**src/rtl/pipe_addsub_32.sv**
```systemverilog
// Two-stage pipelined 32-bit adder/subtractor with valid/ready on both sides.
// Stage 1 registers bit and block generate/propagate; stage 2 does 4-block carry lookahead and flags.
module pipe_addsub_32 #(
  parameter int unsigned WIDTH   = 32,
  parameter int unsigned BLOCK_W = 8
) (
  input  logic             clock,
  input  logic             reset_n,
  input  logic             in_valid,
  output logic             in_ready,
  input  logic [WIDTH-1:0] in_a,
  input  logic [WIDTH-1:0] in_b,
  input  logic             in_sub,
  output logic             out_valid,
  input  logic             out_ready,
  output logic [WIDTH-1:0] out_sum,
  output logic             out_cout,
  output logic             out_ovf,
  output logic             out_ne,
  output logic             out_lt
);

  localparam int unsigned NUM_BLK = WIDTH / BLOCK_W;

  logic               s1_valid, s2_valid;
  logic [WIDTH-1:0]   s1_p, s1_g;
  logic [NUM_BLK-1:0] s1_pg, s1_gg;
  logic               s1_sub;
  logic               s1_load, s2_load;

  assign in_ready  = !s1_valid || !s2_valid || out_ready;
  assign s1_load   = in_valid && in_ready;
  assign s2_load   = s1_valid && (!s2_valid || out_ready);
  assign out_valid = s2_valid;

  logic [WIDTH-1:0]   b_eff, p_d, g_d;
  logic [NUM_BLK-1:0] pg_d, gg_d;

  always_comb begin
    logic gacc;
    b_eff = in_sub ? ~in_b : in_b;
    p_d   = in_a ^ b_eff;
    g_d   = in_a & b_eff;
    pg_d  = '0;
    gg_d  = '0;
    gacc  = 1'b0;
    for (int k = 0; k < NUM_BLK; k++) begin
      pg_d[k] = &p_d[k*BLOCK_W +: BLOCK_W];
      // Block generate: carry out of the block assuming zero carry-in.
      gacc = 1'b0;
      for (int j = 0; j < BLOCK_W; j++) begin
        gacc = g_d[k*BLOCK_W+j] | (p_d[k*BLOCK_W+j] & gacc);
      end
      gg_d[k] = gacc;
    end
  end

  always_ff @(posedge clock or negedge reset_n) begin
    if (!reset_n) begin
      s1_valid <= 1'b0;
      s1_p     <= '0;
      s1_g     <= '0;
      s1_pg    <= '0;
      s1_gg    <= '0;
      s1_sub   <= 1'b0;
    end else begin
      if (s1_load) begin
        s1_valid <= 1'b1;
        s1_p     <= p_d;
        s1_g     <= g_d;
        s1_pg    <= pg_d;
        s1_gg    <= gg_d;
        s1_sub   <= in_sub;
      end else if (s2_load) begin
        s1_valid <= 1'b0;
      end
    end
  end

  // Flat two-level lookahead across the four blocks; cin is the subtract flag.
  logic [NUM_BLK:0] blk_c;
  always_comb begin
    blk_c    = '0;
    blk_c[0] = s1_sub;
    blk_c[1] = s1_gg[0] | (s1_pg[0] & s1_sub);
    blk_c[2] = s1_gg[1] | (s1_pg[1] & s1_gg[0]) | (s1_pg[1] & s1_pg[0] & s1_sub);
    blk_c[3] = s1_gg[2] | (s1_pg[2] & s1_gg[1]) | (s1_pg[2] & s1_pg[1] & s1_gg[0])
             | (s1_pg[2] & s1_pg[1] & s1_pg[0] & s1_sub);
    blk_c[4] = s1_gg[3] | (s1_pg[3] & s1_gg[2]) | (s1_pg[3] & s1_pg[2] & s1_gg[1])
             | (s1_pg[3] & s1_pg[2] & s1_pg[1] & s1_gg[0])
             | (s1_pg[3] & s1_pg[2] & s1_pg[1] & s1_pg[0] & s1_sub);
  end

  logic [WIDTH-1:0] sum_d;
  logic             c_msb, ovf_d, ne_d, lt_d;

  always_comb begin
    logic cb;
    sum_d = '0;
    c_msb = 1'b0;
    cb    = 1'b0;
    for (int k = 0; k < NUM_BLK; k++) begin
      cb = blk_c[k];
      for (int j = 0; j < BLOCK_W; j++) begin
        sum_d[k*BLOCK_W+j] = s1_p[k*BLOCK_W+j] ^ cb;
        if (k == NUM_BLK - 1 && j == BLOCK_W - 1) c_msb = cb;
        cb = s1_g[k*BLOCK_W+j] | (s1_p[k*BLOCK_W+j] & cb);
      end
    end
    ovf_d = c_msb ^ blk_c[NUM_BLK];
    ne_d  = s1_sub & (|sum_d);
    lt_d  = s1_sub & (sum_d[WIDTH-1] ^ ovf_d);
  end

  always_ff @(posedge clock or negedge reset_n) begin
    if (!reset_n) begin
      s2_valid <= 1'b0;
      out_sum  <= '0;
      out_cout <= 1'b0;
      out_ovf  <= 1'b0;
      out_ne   <= 1'b0;
      out_lt   <= 1'b0;
    end else begin
      if (s2_load) begin
        s2_valid <= 1'b1;
        out_sum  <= sum_d;
        out_cout <= blk_c[NUM_BLK];
        out_ovf  <= ovf_d;
        out_ne   <= ne_d;
        out_lt   <= lt_d;
      end else if (out_ready) begin
        s2_valid <= 1'b0;
      end
    end
  end

endmodule

```
**config.mk**
```make
export PLATFORM = sky130hd
export DESIGN_NAME = pipe_addsub_32
export DESIGN_NICKNAME = d
export VERILOG_FILES = /design/src/rtl/pipe_addsub_32.sv
export SDC_FILE = /design/constraint.sdc
export NUM_CORES = 1
export LEC_CHECK = 0
export BUFFER_PORTS_ARGS = -buffer_cell sky130_fd_sc_hd__buf_2
export CORE_UTILIZATION = 27
export CTS_CLUSTER_DIAMETER = 200
export DETAILED_ROUTE_END_ITERATION = 10
export MAX_ROUTING_LAYER = met4
export PLACE_DENSITY = 0.54
export SLEW_MARGIN = 40
export SYNTH_ARGS = -nofsm -noshare
export SYNTH_HDL_FRONTEND = slang
export SYNTH_SLANG_ARGS = --single-unit
```
**constraint.sdc**
```tcl
create_clock -name clock -period 4 [get_ports clock]
set_clock_uncertainty 0.05 [all_clocks]
set_input_delay 0 -clock clock [delete_from_list [all_inputs] [get_ports clock]]
set_output_delay 0 -clock clock [all_outputs]
set_load 0.02 [all_outputs]
```
==> flow_metrics.tcl <==
set metrics [dict create \
    die_x_um 145.3 \
    clk_path_buf_depth 2 \
    crit_family "simple AND/OR/NAND/NOR gates" \
    r2r_end "out_ne" \
    gp_congestion 0.7846 \
    rrSetupSlack_ns -0.28 \
    num_vias 3782 \
    ys_seq_area_frac 0.4827 \
    row_count 52 \
    core_area_mm2 0.02017 \
    reg2reg_from "s1_pg[0]" \
    tightest_slew_ns 0.6572 \
    min-delay-start "in_a[17]" \
    final_common_cell "dfrtp_1" \
    crit_arrival_ns 4.47 \
    relSlewSlack 0.5618 \
    avgViaCountPerCell 4.465 \
    pre_cts_ws_ns -0.4691 \
    clkPwrFrac 0.216 \
    internal_power_uw 2824 \
    yosys_warnings 0 \
    fin_cells 847 \
    swShare 0.3468 \
    antenna_found_initial 0 \
    grt_pass1_vias 4097 \
    crit_path_start "s1_pg[0]" \
    powerDensity_mw_per_mm2 580.5 \
    antenna_cells 0 \
    htree_levels 3 \
    cp.required_ns 4.19 \
    seq_power_share 0.367 \
    mostFrequentLayoutCells "dfrtp_1, buf_2, mux2_2" \
    cp_max_fo 2 \
    worst_slack_ns -0.2798 \
    die_h_um 145.3 \
    layout_min_cycle_time_ns 4.280 \
    criticalPathCategory "register to register" \
    ant_nets 0 \
    status "finished, violations left" \
    crit_chain "a21o_1 -> a31o_4 -> ha_4 -> or2_4 -> ha_4 -> or2_4 -> ha_4 -> or2_4 -> ha_4 -> or2_4 -> ha_4 -> or2_4 -> ha_4 -> or2_4 -> ha_4 -> nor4_4 -> buf_4 -> nand3_1 -> nor3_2 -> o21ai_1" \
    cts.sinks 107 \
    wl_per_cell_um 16.19 \
    grt_overflow 0 \
    drive_gt1_frac 0.5234 \
    failed_checks "setup timing" \
    hold_class "input pin to register" \
    place_inst 815 \
    numCtsBuffers 9 \
    cp-start-kind "register" \
    syn-num-nets 567 \
    fmax_ghz 0.2337 \
    dieArea_mm2 0.02112 \
    power.switching_uw 1499 \
    grt_setup_unrepaired "true" \
    dpl-instance-area_mm2 0.006671 \
    cp_num_buf_inv 1 \
    total_power_uw 4324 \
    route.detailed.drc 0 \
    max_cap_viol_count 0 \
    grt_max_degree 79 \
    tns_ns -0.4713 \
    io_pins 107 \
    final_area_mm2 0.007448 \
    cpMaxStageDelayCell "dfrtp_1" \
    synth.avg_cell_area_um2 12.66 \
    cts_root_buf "clkbuf_16" \
    ir_worst_vdd_uv 243.6 \
    synth_cell_type_count 28 \
    power.share.combinational 0.417 \
    slew_viol_final 0 \
    hold_violations 0 \
    p_leak_uw 0.003428 \
    synth_area_mm2 0.005547 \
    nNetsFinal 701 \
    dr.first_iter.drc_count 154 \
    crit_top_cell "ha_4" \
    grt_use_total 0.1401 \
    postSynthCellCount 438 \
    dp_hpwl_um 10120 \
    fin_crit_sh 1.070 \
    whs_path_depth 3 \
    reg2regPathDepth 20 \
    worstHoldEndpoint "s1_g[17]" \
    clk_pin_slew_ns 0.08 \
    clk_latency_ns 0.35 \
    postRouteWirelength_um 13720 \
    grt_pass1_wl_um 22290 \
    initial_core_util 0.2750 \
    numPortBuffers 106 \
    worstSetupEndpointType "register" \
    cts_tree "built" \
    ys_ff_latch 107 \
    critPathMaxStageDelay_ns 0.40 \
    first_pass_iters 4 \
    syn2layout_area_growth_pct 34.29 \
    setup_viol 3 \
]
[cells in the mapped netlist]
master | number | share of area
a21o_1 | 11 | 0.015
a21oi_1 | 16 | 0.014
a21oi_4 | 1 | 0.0029
a31o_4 | 1 | 0.0032
and3_1 | 5 | 0.0056
buf_1 | 1 | 0.00068
buf_2 | 12 | 0.011
clkbuf_1 | 3 | 0.0020
dfrtp_1 | 107 | 0.48
ha_1 | 60 | 0.14
inv_1 | 4 | 0.0027
mux2_2 | 85 | 0.17
nand2_1 | 17 | 0.012
nand2_2 | 1 | 0.0011
nand2b_1 | 3 | 0.0034
nand3_1 | 9 | 0.0081
nand3b_1 | 1 | 0.0014
nand4_1 | 3 | 0.0034
nor2_1 | 4 | 0.0027
nor3_1 | 1 | 0.00090
nor4_1 | 7 | 0.0079
o21ai_0 | 16 | 0.014
o21ai_2 | 1 | 0.0016
o22ai_1 | 4 | 0.0045
o31ai_1 | 3 | 0.0041
or2_2 | 24 | 0.027
xnor2_1 | 1 | 0.0016
xor2_1 | 37 | 0.058
[metrics by stage]
step | hold slack (ns) | utilization
2_1_floorplan | -0.3456 | -
4_1_cts | 0.001542 | 0.3601
3_3_place_gp | 0.1633 | 0.3300
5_1_grt | 0.01345 | 0.3693
6_report | 0.01028 | 0.3693
3_5_place_dp | 0.05497 | 0.3308
[flip-flops by register name, indices dropped and copies added, names as in the netlist, 4 cells and up]
register,cells
s1_pg,4
out_sum,32
s1_gg,4
s1_p,32
s1_g,28
[cells by family after synthesis]
family | synth area share
DFF | 0.4827
and+or+nand+nor | 0.07309
AOI/OAI and AO/OA | 0.06001
adders and majority gates | 0.1353
buffers and inverters | 0.01624
muxes | 0.1726
xor gates and xnor gates | 0.06000
[layout make-up]
class | count | area [um2]
fillers | 1998 | 12720
multi-input cells | 311 | 3278
flip-flops and latches | 107 | 2678
repair buffers | 139 | 829.5
well taps | 270 | 337.8
clock buffers | 10 | 239.0
clock inverters | 6 | 71.32
inverters | 4 | 15.01
[power by group through the flow]
stage | sequential [uW] | clock [uW] | combinational [uW]
6_report | 1590 | 934 | 1800
5_1_grt | 1630 | 998 | 1980
4_1_cts | 1580 | 961 | 1710
3_5_place_dp | 1590 | 0 | 1550
3_3_place_gp | 1580 | 0 | 1530
2_1_floorplan | 1780 | 0 | 743
[worst reg2reg max path: cells and delay by family (launching register included)]
family / cells / cell delay, ns
adders and majority gates: 7 / 1.16
buffers and inverters: 1 / 0.15
AOI/OAI and AO/OA: 3 / 0.57
and+or+nand+nor: 9 / 1.83
DFF: 1 / 0.40
[how the worst max path moves through the flow]
| stage | end | slack (ns) | cells after the start |
|---|---|---|---|
| 2_1_floorplan | out_ne | -0.03 | 20 |
| 3_3_place_gp | out_ne | -0.45 | 20 |
| 3_5_place_dp | out_ne | -0.47 | 19 |
| 4_1_cts | out_ne | -0.32 | 21 |
| 5_1_grt | out_ne | -0.48 | 21 |
| 6_report | out_ne | -0.28 | 20 |
[what timing repair did]
action,4_1_cts,5_1_grt
hold buffers,8,0
setup endpoints to repair,8,9
endpoints found under the hold margin,85,0
resized for setup,34,26
setup buffers,4,4
pin swaps,14,15
[layer usage]
metal  GRT usage  vias up  wire length, um
li1            -     1834                -
met1      0.1903     1852             6678
met2      0.2149       87             6416
met3     0.02453        9              501
met4     0.03789        0              121
met5           -        -                0
(Power assumes the default switching activity.)
